### src/rtl/dm_arbiter.sv
// dm_arbiter: two-port arbiter sharing the single-port data_memory between
// the CPU (port 0) and a secondary requester (port 1, e.g. loader or debug).
// One transaction is in flight at a time; each takes 3 cycles from the
// request sample edge to the ack pulse (IDLE sample -> ISSUE -> WAIT -> ack).
//
// Configuration macro:
//   DM_ARB_FIXED_PRIO_EN  defined   : port 0 always wins contention
//                         undefined : round-robin using last_grant
//
// Handshake: a requester raises pN_req with pN_wr/pN_addr/pN_wdata and holds
// it until pN_ack. pN_ack is a one-cycle pulse; a request still high in the
// ack cycle is ignored, a request high in the following cycle is new. The
// command is latched at grant, so later changes on the inputs have no effect.
//
// Ports:
//   clk, reset          clock (rising edge), async active-low reset
//   pN_req/wr/addr/wdata request from port N (0 = CPU, 1 = secondary)
//   pN_ack, pN_rdata    completion pulse and read data (held until next read)
//   mem_WrRd            {Wr,Rd} strobe pair to data_memory, active in ISSUE
//   mem_addr/mem_inData address and write data to data_memory
//   mem_outData         read data from data_memory, valid the cycle after Rd
//   busy                high in ISSUE and WAIT
//   state_dbg           FSM state (0 = IDLE, 1 = ISSUE, 2 = WAIT)

module dm_arbiter #(
    parameter int ADDR_LENGTH = 11,
    parameter int DATA_LENGTH = 16
) (
    input  logic                   clk,
    input  logic                   reset,
    input  logic                   p0_req,
    input  logic                   p0_wr,
    input  logic [ADDR_LENGTH-1:0] p0_addr,
    input  logic [DATA_LENGTH-1:0] p0_wdata,
    output logic                   p0_ack,
    output logic [DATA_LENGTH-1:0] p0_rdata,
    input  logic                   p1_req,
    input  logic                   p1_wr,
    input  logic [ADDR_LENGTH-1:0] p1_addr,
    input  logic [DATA_LENGTH-1:0] p1_wdata,
    output logic                   p1_ack,
    output logic [DATA_LENGTH-1:0] p1_rdata,
    output logic [1:0]             mem_WrRd,
    output logic [ADDR_LENGTH-1:0] mem_addr,
    output logic [DATA_LENGTH-1:0] mem_inData,
    input  logic [DATA_LENGTH-1:0] mem_outData,
    output logic                   busy,
    output logic [1:0]             state_dbg
);

    typedef enum logic [1:0] {
        IDLE  = 2'd0,
        ISSUE = 2'd1,
        WAIT  = 2'd2
    } state_t;

    state_t                 state;
    state_t                 next_state;

    logic                   grant_valid;
    logic                   grant_id;
    logic                   req0_eff;
    logic                   req1_eff;

    logic                   lat_wr;
    logic                   lat_id;
    logic [ADDR_LENGTH-1:0] lat_addr;
    logic [DATA_LENGTH-1:0] lat_wdata;

`ifndef DM_ARB_FIXED_PRIO_EN
    logic                   last_grant;
`endif

    // A port whose ack is high this cycle has just completed; its req is
    // still up only because the requester sees the ack in this same cycle.
    assign req0_eff = p0_req & ~p0_ack;
    assign req1_eff = p1_req & ~p1_ack;

    // Next-state and grant decision
    always_comb begin
        next_state  = state;
        grant_valid = 1'b0;
        grant_id    = 1'b0;
        case (state)
            IDLE: begin
                if (req0_eff && req1_eff) begin
                    grant_valid = 1'b1;
`ifdef DM_ARB_FIXED_PRIO_EN
                    grant_id    = 1'b0;
`else
                    grant_id    = ~last_grant;
`endif
                end else if (req0_eff) begin
                    grant_valid = 1'b1;
                    grant_id    = 1'b0;
                end else if (req1_eff) begin
                    grant_valid = 1'b1;
                    grant_id    = 1'b1;
                end
                if (grant_valid) begin
                    next_state = ISSUE;
                end
            end
            ISSUE:   next_state = WAIT;
            WAIT:    next_state = IDLE;
            default: next_state = IDLE;
        endcase
    end

    // State register
    always_ff @(posedge clk or negedge reset) begin
        if (!reset) begin
            state <= IDLE;
        end else begin
            state <= next_state;
        end
    end

    // Latched command, grant bookkeeping, acks and read data
    always_ff @(posedge clk or negedge reset) begin
        if (!reset) begin
            lat_wr     <= 1'b0;
            lat_id     <= 1'b0;
            lat_addr   <= '0;
            lat_wdata  <= '0;
`ifndef DM_ARB_FIXED_PRIO_EN
            last_grant <= 1'b1;
`endif
            p0_ack     <= 1'b0;
            p1_ack     <= 1'b0;
            p0_rdata   <= '0;
            p1_rdata   <= '0;
        end else begin
            p0_ack <= 1'b0;
            p1_ack <= 1'b0;
            if (state == IDLE && grant_valid) begin
                lat_id     <= grant_id;
                lat_wr     <= grant_id ? p1_wr    : p0_wr;
                lat_addr   <= grant_id ? p1_addr  : p0_addr;
                lat_wdata  <= grant_id ? p1_wdata : p0_wdata;
`ifndef DM_ARB_FIXED_PRIO_EN
                last_grant <= grant_id;
`endif
            end
            if (state == WAIT) begin
                if (lat_id == 1'b0) begin
                    p0_ack <= 1'b1;
                    if (!lat_wr) begin
                        p0_rdata <= mem_outData;
                    end
                end else begin
                    p1_ack <= 1'b1;
                    if (!lat_wr) begin
                        p1_rdata <= mem_outData;
                    end
                end
            end
        end
    end

    // Strobes only in ISSUE; {Wr,Rd} are mutually exclusive by construction.
    // Address and data come straight from the latch so they hold through WAIT.
    assign mem_WrRd   = (state == ISSUE) ? {lat_wr, ~lat_wr} : 2'b00;
    assign mem_addr   = lat_addr;
    assign mem_inData = lat_wdata;
    assign busy       = (state != IDLE);
    assign state_dbg  = state;

endmodule

### config.mk
export PLATFORM = sky130hd
export DESIGN_NAME = dm_arbiter
export DESIGN_NICKNAME = d
export VERILOG_FILES = /design/src/rtl/dm_arbiter.sv
export SDC_FILE = /design/constraint.sdc
export NUM_CORES = 1
export LEC_CHECK = 0
export CORE_ASPECT_RATIO = 1.4
export CORE_MARGIN = 3
export CORE_UTILIZATION = 42
export DETAILED_ROUTE_END_ITERATION = 7
export PLACE_DENSITY = 0.81
export RECOVER_POWER = 25
export SYNTH_ARGS = -nofsm -noshare
export SYNTH_HDL_FRONTEND = slang
export SYNTH_SLANG_ARGS = --single-unit
### constraint.sdc
create_clock -name clk -period 2 [get_ports clk]
set_clock_uncertainty 0.1 [all_clocks]
set_input_delay 0.4 -clock clk [delete_from_list [all_inputs] [get_ports clk]]
set_output_delay 0.4 -clock clk [all_outputs]
set_load 0.005 [all_outputs]
==> impl_metrics.py <==
metrics = {
    "power": {
        "p_comb_share_pct": 49.1,
        "pwr-share-clk_pct": 16.4,
        "peakVddDrop_v": 0.000839,
        "p_seq_share_pct": 34.5,
        "p_switching_uw": 2270,
        "cellLeakagePower_uw": 0.00202,
        "p_int_uw": 4580,
        "p_sw_share_pct": 33.1,
        "power.density_nw_per_um2": 1420,
        "power_uw": 6850,
    },
    "layout": {
        "finalNonFillerCells": 500,
        "drive_gt1_share_pct": 16.5,
        "fill_cells": 535,
        "num_antenna_cells": 0,
        "design_area_um2": 4820,
        "final_nets": 476,
        "layout.area.seq_um2": 1650,
        "syn2layout_area_growth_pct": 55.0,
        "multiInputGateArea_um2": 1150,
    },
    "worst_hold_path": {
        "hold_path.class": "flop to flop",
        "hold_depth": 1,
        "hp-start": "lat_id",
        "whs_endpoint": "p0_ack",
    },
    "die": {
        "die_height_um": 108,
        "die_x_um": 78.7,
        "placementRows": 36,
        "initial_core_util_pct": 43.9,
        "core-area_um2": 7070,
        "die-area_um2": 8480,
        "io_pins": 142,
    },
    "worst_setup_path": {
        "crit_type": "flop to output pin",
        "r2r-end": "p0_rdata[10]",
        "r2r-start": "state_dbg[1]",
        "cp_max_fo": 5,
        "cp-end-kind": "output pin",
        "slowest_stage": "dfrtp_1",
        "cp.arrival_ns": 1.44,
        "rr_worst_depth": 6,
        "crit_required_ns": 1.50,
        "cpPeakStageDelay_ns": 0.39,
        "cp-startpoint": "state_dbg[1]",
        "startpoint_type": "flop",
        "crit_path_cell_trace": "clkbuf_4 -> or2_4 -> dlygate4sd2_1",
        "reg2reg_slack_ns": 0.15,
    },
    "timing": {
        "fin_crit_ns": 1.94,
        "setup_slack_ns": 0.0635,
        "slew_headroom_pct": 34.2,
        "worstMarginPinSlew_ns": 0.988,
        "setup_viol": 0,
        "rsz0062_at_grt": "false",
        "drv_slew": 0,
        "hold_viol_final": 0,
        "fmax_ghz": 0.516,
        "period_share_pct": 96.8,
        "finalSetupTns_ns": 0,
    },
    "place": {
        "placedCellCount": 479,
        "post-place-ws_ns": 0.00250,
        "port_buffers": 141,
        "gp_congestion": 0.785,
        "hpwl_um": 6560,
        "place_area_um2": 4580,
    },
    "global_route": {
        "grt.overflow.total": 0,
        "grt_pass1_wl_um": 14600,
        "grt_max_degree": 41,
        "antenna_found_initial": 0,
        "grtUsageTotal_pct": 22.4,
        "grt_pass1_vias": 2855,
    },
    "synth": {
        "syn_area_um2": 3110,
        "yosysTopAreaCellShare_pct": 52.3,
        "synthArstFlopShare_pct": 100,
        "synth_cell_types": 23,
        "synth_common_cells": "dfrtp_1, inv_1, a2111oi_0, a211oi_1, nor4_1",
        "synth.avg_cell_area_um2": 12.1,
        "synthFlopType": "dfrtp_1",
        "synth_area_leader_cell": "dfrtp_1",
        "ys_ff_latch": 66,
        "synth_most_common_cell": "dfrtp_1",
        "synthTopCellsByArea": "dfrtp_1, a2111oi_0, a211oi_1",
        "synth_nets": 332,
        "syn_inst": 256,
        "synth_edf_count": 0,
        "yosysSeqAreaShare_pct": 53.2,
        "yosysWarnings": 0,
    },
    "route": {
        "drc": 0,
        "initialDrtViolationCount": 142,
        "wl_per_cell_um": 18.5,
        "ant_nets": 0,
        "drt-vias-per-instance": 5.46,
        "wl_um": 9240,
        "vias": 2730,
        "drt_pre_antenna_iters": 4,
    },
    "clocking": {
        "cts_tree": "built",
        "clk_latency_ns": 0.34,
        "cts.sinks": 66,
        "cts_made_buffers": 9,
        "htreeDepth": 3,
        "cts_buffer_depth": 2,
        "clkTransAtPathRegs_ns": 0.07,
        "cts-root-buf": "clkbuf_8",
    },
    "flow_run": {
        "drv_cap": 0,
    },
    "run_status": {
        "status": "completed",
    },
}
-- layout by cell type, fill, tap and decap left out, drive strengths merged --
| master | Yosys | layout |
|---|---|---|
| buf | 17 | 15 |
| and3b | 2 | 2 |
| inv | 29 | 29 |
| dfrtp | 65 | 65 |
| nor3 | 1 | 1 |
| a2111oi | 28 | 28 |
| or2 | 1 | 1 |
| nor2b | 2 | 2 |
| a21o | 3 | 3 |
| dlygate4sd2 | 0 | 3 |
| dlygate4sd3 | 0 | 1 |
| bufinv | 0 | 1 |
| nor3b | 1 | 1 |
| nand2b | 2 | 2 |
| clkdlybuf4s50 | 0 | 136 |
| clkinv | 1 | 3 |
| clkbuf | 11 | 15 |
| mux2 | 32 | 32 |
| dfstp | 1 | 1 |
| clkinvlp | 0 | 3 |
| and2 | 4 | 4 |
| dlymetal6s2s | 0 | 1 |
| nor4 | 28 | 28 |
| a211oi | 28 | 28 |
-- what timing repair did --
item | CTS | global route
endpoints found under the setup margin | 3 | 1
gates resized for setup | 5 | 1
buffers inserted | 4 | 0
endpoints found under the hold margin | 25 | 0
hold buffers | 1 | 0
-- kinds of logic after synthesis --
family / after synthesis / share of synthesized area, %
and+or+nand+nor: 41 / 8.58
muxes: 32 / 12.8
buffers and inverters: 58 / 9.82
AOI/OAI and AO/OA: 59 / 15.6
DFF: 66 / 53.2
-- area by class of cell --
class                      instances  share of cell area, %
timing repair buffer             161                   32.7
sequential                        66                   34.3
clock inverter                     6                   1.38
multi-input combinational        132                   24.0
tap                               95                   2.47
clock buffer                      10                   2.86
inverter                          30                   2.34
-- registers in the layout, indices dropped and copies added, names as in the netlist --
| register | flops |
|---|---|
| mem_inData | 16 |
| p0_rdata | 16 |
| p1_rdata | 16 |
| mem_addr | 11 |
| state_dbg | 2 |
| last_grant | 1 |
| lat_id | 1 |
| lat_wr | 1 |
| p0_ack | 1 |
| p1_ack | 1 |
-- worst max-delay path by stage --
| stage | end | slack [ns] |
|---|---|---|
| 6_report | busy | 0.06 |
| 5_1_grt | p0_rdata[10] | 0.01 |
| 4_1_cts | state_dbg[1] | 0.03 |
| 3_5_place_dp | mem_addr[1] | 0.003 |
| 3_3_place_gp | mem_addr[7] | 0.04 |
| 2_1_floorplan | p0_rdata[10] | 0.45 |
-- power by group through the flow --
stage / clock (µW) / sequential [µW] / combinational (µW)
floorplan: 0 / 2380 / 1530
global placement: 0 / 2350 / 3230
detailed placement: 0 / 2370 / 3320
CTS: 1140 / 2360 / 3400
global route: 1190 / 2440 / 3630
finish: 1120 / 2360 / 3360
-- through the flow --
stage,utilization [%],hold WS [ns]
floorplan,-,0.00441
global placement,64.8,0.332
detailed placement,64.8,0.338
CTS,68.2,0.368
global route,68.1,0.400
finish,68.1,0.362
-- worst max-delay path, delay by kind of cell (launching register included) --
kind	cells	cell delay, ns
buf+inv	2	0.43
flops	1	0.39
simple gates	1	0.28
-- layer usage --
layer  up-vias  GRT usage, %  wire, µm
met5         -             0         0
li1       1259             -         -
met2       120          38.9      4810
met3        17          5.11       554
met1      1334          27.0      3710
met4         0          8.00       163
No activity file was read; power rests on OpenSTA's default activity.
